==> src/rtl/rgb_pwm_fader.sv <==
// Three-channel 8-bit LED PWM with a jump / linear-fade command interface; duty changes land on PWM period boundaries.
// Optional build macro RGB_PWM_GAMMA_EN: effective duty = (cur*cur)>>8, registered (one extra cycle of latency).
module rgb_pwm_fader #(
   parameter int CLK_DIV  = 4,
   parameter int FADE_DIV = 2
) (
   input  logic        int_osc,
   input  logic        rst,
   input  logic        cmd_valid,
   output logic        cmd_ready,
   input  logic [23:0] cmd_rgb,
   input  logic        cmd_fade,
   output logic        pwm_red,
   output logic        pwm_green,
   output logic        pwm_blue,
   output logic        busy
);

   localparam int DIV_W  = (CLK_DIV > 1)  ? $clog2(CLK_DIV)  : 1;
   localparam int FADE_W = (FADE_DIV > 1) ? $clog2(FADE_DIV) : 1;
   localparam logic [DIV_W-1:0]  DIV_LAST  = DIV_W'(CLK_DIV - 1);
   localparam logic [FADE_W-1:0] FADE_LAST = FADE_W'(FADE_DIV - 1);

   localparam logic [1:0] IDLE = 2'd0;
   localparam logic [1:0] JUMP = 2'd1;
   localparam logic [1:0] FADE = 2'd2;

   // Channel index 2 = red, 1 = green, 0 = blue, matching the cmd_rgb byte layout.
   logic [1:0]        state;
   logic [DIV_W-1:0]  div_cnt;
   logic [7:0]        pwm_cnt;
   logic [FADE_W-1:0] fade_cnt;
   logic [2:0][7:0]   cur;
   logic [2:0][7:0]   tgt;
   logic [2:0][7:0]   step_cur;
   logic [2:0][7:0]   duty_eff;
   logic              tick;
   logic              boundary;
   logic              transfer;

   assign tick      = (div_cnt == DIV_LAST);
   assign boundary  = tick && (pwm_cnt == 8'hFF);
   assign cmd_ready = (state == IDLE) && !rst;
   assign transfer  = cmd_valid && cmd_ready;
   assign busy      = (state != IDLE);

   // One saturating fade step: each channel moves 1 toward its target, never past it.
   always_comb begin
      // NOTE: default assignment first, so no path leaves step_cur unassigned and no latch is inferred.
      step_cur = cur;
      for (int i = 0; i < 3; i++) begin
         if (cur[i] < tgt[i]) begin
            step_cur[i] = cur[i] + 8'd1;
         end else if (cur[i] > tgt[i]) begin
            step_cur[i] = cur[i] - 8'd1;
         end
      end
   end

   always_ff @(posedge int_osc) begin
      if (rst) begin
         div_cnt  <= '0;
         pwm_cnt  <= '0;
         fade_cnt <= '0;
         state    <= IDLE;
         cur      <= '0;
         tgt      <= '0;
      end else begin
         // NOTE: all sequential state uses non-blocking assignments so every register samples pre-edge values.
         div_cnt <= tick ? '0 : div_cnt + 1'b1;
         if (tick) begin
            pwm_cnt <= pwm_cnt + 8'd1;
         end
         case (state)
            IDLE: begin
               if (transfer) begin
                  tgt      <= cmd_rgb;
                  fade_cnt <= '0;
                  state    <= cmd_fade ? FADE : JUMP;
               end
            end
            JUMP: begin
               if (boundary) begin
                  cur   <= tgt;
                  state <= IDLE;
               end
            end
            FADE: begin
               if (boundary) begin
                  if (fade_cnt == FADE_LAST) begin
                     fade_cnt <= '0;
                     cur      <= step_cur;
                     if (step_cur == tgt) begin
                        state <= IDLE;
                     end
                  end else begin
                     fade_cnt <= fade_cnt + 1'b1;
                  end
               end
            end
            default: state <= IDLE;
         endcase
      end
   end

`ifdef RGB_PWM_GAMMA_EN
   // Squared duty, upper byte of the 16-bit product; the register keeps the multiplier off the compare path.
   always_ff @(posedge int_osc) begin
      if (rst) begin
         duty_eff <= '0;
      end else begin
         for (int i = 0; i < 3; i++) begin
            duty_eff[i] <= 8'((16'(cur[i]) * 16'(cur[i])) >> 8);
         end
      end
   end
`else
   always_comb duty_eff = cur;
`endif

   always_ff @(posedge int_osc) begin
      if (rst) begin
         pwm_red   <= 1'b0;
         pwm_green <= 1'b0;
         pwm_blue  <= 1'b0;
      end else begin
         pwm_red   <= (pwm_cnt < duty_eff[2]);
         pwm_green <= (pwm_cnt < duty_eff[1]);
         pwm_blue  <= (pwm_cnt < duty_eff[0]);
      end
   end

endmodule
==> config.mk <==
export PLATFORM = sky130hd
export DESIGN_NAME = rgb_pwm_fader
export DESIGN_NICKNAME = d
export VERILOG_FILES = /design/src/rtl/rgb_pwm_fader.sv
export SDC_FILE = /design/constraint.sdc
export NUM_CORES = 1
export LEC_CHECK = 0
export ABC_AREA = 1
export CAP_MARGIN = 30
export CELL_PAD_IN_SITES_DETAIL_PLACEMENT = 1
export CELL_PAD_IN_SITES_GLOBAL_PLACEMENT = 2
export CORE_MARGIN = 2
export CORE_UTILIZATION = 38
export DETAILED_ROUTE_END_ITERATION = 6
export DONT_BUFFER_PORTS = 1
export PLACE_DENSITY = 0.86
export SLEW_MARGIN = 20
export SYNTH_ARGS = -nofsm -noshare
export SYNTH_HDL_FRONTEND = slang
export SYNTH_SLANG_ARGS = --single-unit
export TNS_END_PERCENT = 50
==> constraint.sdc <==
create_clock -name int_osc -period 4.9 [get_ports int_osc]
set_clock_uncertainty 0.1 [all_clocks]
set_input_delay 0.735 -clock int_osc [delete_from_list [all_inputs] [get_ports int_osc]]
set_output_delay 0.735 -clock int_osc [all_outputs]
set_load 0.05 [all_outputs]
* Yosys cells after proc, flatten, opt, wreduce, memory -nomap -nowiden
Cells that the tools add are included.
Word-level totals: flip-flop bits (word level) 64, bits of input ports 28, output and inout port bits 5, logic and storage cells 75
Operators by class: $add $sub $neg 9, magnitude comparators 9, equality and inequality tests 10, mux-type cells 21, reduce and logical (&&, ||, !) cells 13
Operator list (count):
- $mux 24 | 3
- $lt 8x8->1 | 6
- $mux 8 | 6
- $pmux 24 s2 | 1
- $add 8x1->8 const B | 4
- $eq 24x24->1 | 1
- $gt 8x8->1 | 3
- $sub 8x1->8 const B | 3
- $mux 2 | 6
- $ne 2x2->1 const B | 5
- $eq 8x8->1 const B | 1
- $pmux 2 s3 | 1
- $reduce_bool 2->1 | 3
- $reduce_and 5->1 | 1
- $eq 2x2->1 const B | 2
- $reduce_and 4->1 | 1
- $logic_and 1x1->1 | 3
- $mux 1 | 3
- $reduce_and 3->1 | 1
- $add 2x1->2 const B | 1
- $eq 2x1->1 const B | 1
- $logic_not 2->1 | 1
- $pmux 1 s2 | 1
- $reduce_and 2->1 | 1
- other kinds (3) | 3

* Longest topological paths before layout
word-level depth 8, gate-level depth with buffers 23

* Worst setup path before layout
Ideal clock, no wire load.
path type reg2reg, start register state[0], end register state[0], arrival 2224 ps, setup slack 2461 ps, stages on the path, launching flop included 9, cells stage by stage dfxtp_1 -> nor2_1 -> inv_1 -> nor2_1 -> nand2_1 -> a22oi_1 -> nand3_1 -> nand2_1 -> nor2_1
Between the ends: longest elaborated chain between the ends 5
Ends and longest elaborated chain:
- start, declared | line 29 | logic [1:0] state;
- start signal, assigned | line 79 | state <= cmd_fade ? FADE : JUMP;
- $logic_not 2->1 | line 43 | assign cmd_ready = (state == IDLE) && !rst;
- $logic_and 1x1->1 | line 43
- net cmd_ready | line 10 | output logic cmd_ready,
- $logic_and 1x1->1 | line 44 | assign transfer = cmd_valid && cmd_ready;
- $ne 2x2->1 (no source line)
- $reduce_and 5->1 (no source line)
The timed path passes the listed nets, and every way through them passes these cells. A chain may end at the register's enable or synchronous reset.

* Worst setup path in the final report
Same ends and word-level chain as after synthesis.

==> out/qor.txt <==
achievable clock frequency -> 314 MHz
post-route minimum period -> 3.19 ns
post-synthesis cell count -> 778
setup total negative slack -> 0 ns
clock sink count -> 64
Initial DRC Count -> 288
Slew Limit Headroom -> 35.6%
post-synth cell types -> 39
placed cell areas -> 5230 um2
top cells by count, synth -> nand2_1 (214), nand3_1 (99), inv_1 (84)
clock tree root driver cell -> clkbuf_16
core area -> 13100 um2
hold depth -> 1
ANT cells -> 0
final hold vios -> 0
Bufs and invs on worst path -> 1
detail-routed via count per cell -> 5.35
fin crit share -> 65.0%
Util after Layout -> 42.4%
synth warn -> 0
Top cell by count, worst path -> nor2_1
Synth Register Bits -> 64
DR DRC count -> 0
Synth area leaders -> dfxtp_1 (25%), nand2_1 (16%), ha_1 (13%), nand3_1 (9.9%), inv_1 (6.3%)
gpl congestion -> 0.831
initial antenna violation count -> 0
leakage -> 2.48 nW
max cap viols -> 0
CP max stage delay -> 0.81 ns
routed wire length -> 15.0 mm
routed len/inst -> 15.8 um
chip height -> 119 um
Slew @ Worst Pin -> 0.962 ns
Vias -> 5101
sequential area share after synthesis -> 25.5%
final setup fails -> 0
initial core utilization -> 38.4%
clk slew on worst S/H paths -> 0.05 ns
area grow syn2layout -> 10.5%
number of gates resized after cts -> 0
Levels on crit path -> 8
port bufs -> 0
Slowest cell on crit path -> nor2_1
GRT Total Usage -> 22.2%
grt total ovfl -> 0
count leader, synth -> nand2_1
most used flip-flop cell after synthesis -> dfxtp_1
syn nets -> 859
Synth Area per Inst -> 6.46 um2
RSZ-0062 raised after global routing -> no
Max Root-Sink Buffers -> 2
CTS tree -> built
Critical Path, Cell by Cell -> nor2_1, inv_1, nor2_1, nand2_2, a22oi_1, nand3_1, nand2_1, nor2_1
vias in the first global route -> 5246
leading area contributor after synthesis -> dfxtp_1
Crit Path Max Fanout -> 25
Hold Buf Count CTS -> 0
ys async rst share -> 0%
FF-to-FF path depth -> 8
Post-synth EDFFs -> 0
Overall Power -> 0.00236 W
largest net degree at the start of global routing -> 53
post-layout net count -> 853
Hold Path Class -> reg2reg
Antenna Violating Nets Remaining -> 0
type of the worst setup path -> reg2reg
layout cells sized above 1 -> 6.05%
PwrDens -> 424 nW/um2
status -> complete, no violations
DIE AREA -> 14200 um2
critical path's top delay family -> simple AND/OR/NAND/NOR gates
H-tree Lvls -> 3
first-pass GRT wire length -> 25.4 mm
worst vdd ir -> 0.299 mV
placed wire-length estimate -> 11.2 mm
worst-skew pair later-pin latency -> 0.34 ns
Design Area, Final -> 5550 um2
pins over their slew limit -> 0
# rows -> 42
Post-Syn Area -> 5020 um2
CTS Buf Count -> 9
Post-CTS Setup Bufs -> 0
# IOs -> 33
top-area cell type share of the netlist area -> 25.5%
drt pass-1 iters -> 5
Critical Path RT -> 5.03 ns
DIE WIDTH -> 119 um
worst endpoint data arrival time -> 3.31 ns
Critical Path Start Type -> flip-flop
CP Capture Type -> flip-flop
[logic make-up after synthesis]
group,Yosys count,synth area share (%)
compound gates,144,16.1
fa+ha+maj,53,13.2
xor+xnor,4,0.697
flops,64,25.5
buf+inv,108,8.29
simple gates,405,36.2
[through the flow]
step / setup slack [ns] / cells / hold WS, ns
floorplan: 2.46 / 778 / 0.304
global placement: 1.71 / 935 / 0.308
detailed placement: 1.72 / 937 / 0.326
CTS: 1.71 / 953 / 0.339
global route: 1.51 / 953 / 0.351
finish: 1.71 / 953 / 0.341
[registers in the layout, summed over array words and instances (netlist names)]
signal     flops
cur           24
div_cnt        2
fade_cnt       1
pwm_blue       1
pwm_cnt        8
pwm_green      1
pwm_red        1
state          2
tgt           24
[cell type report]
cell class                      count  area, um2
Clock buffer                        9        225
Clock inverter                      7       96.3
Fill cell                        1751       7530
Inverter                           86        323
Multi-Input combinational cell    606       3340
Sequential cell                    64       1280
Tap cell                          176        220
Timing Repair Buffer                5       65.1
[cells in the final DEF (no fill, tap or decap), types with 4 or more instances in the layout]
cell,instances
nand4_1,5
o21ai_0,53
a21o_1,4
nand3_1,99
dfxtp_1,64
inv_1,84
clkbuf_16,9
nand3b_1,5
nor2_1,43
o21bai_1,4
ha_1,53
nand2_1,213
o211ai_1,4
a21oi_1,43
nand2_2,9
a31oi_1,24
nor3_1,14
[report_power, final]
part           switching, W  total, W  internal [W]
registers         0.0000412  0.000607      0.000566
clock network      0.000259  0.000704      0.000445
logic              0.000727   0.00104      0.000317
total               0.00103   0.00236       0.00133
[layer usage]
metal / track usage [%] / vias to the layer above / share of wire [%]
li1: - / 2598 / -
met1: 30.0 / 2421 / 50
met2: 37.0 / 70 / 46
met3: 2.92 / 12 / 2.7
met4: 6.18 / 0 / 1.1
met5: 0 / - / 0
[path summary, 6_finish.rpt]
check	startpoint	endpoint	slack [ns]
worst max register to register	state[0]$_SDFFE_PP0P_	state[0]$_SDFFE_PP0P_	1.71
worst min-delay path	div_cnt[0]$_SDFF_PP0_	div_cnt[0]$_SDFF_PP0_	0.34
worst min register to register	div_cnt[0]$_SDFF_PP0_	div_cnt[0]$_SDFF_PP0_	0.34
worst max-delay path	state[0]$_SDFFE_PP0P_	state[0]$_SDFFE_PP0P_	1.71
(Power assumes the default switching activity.)
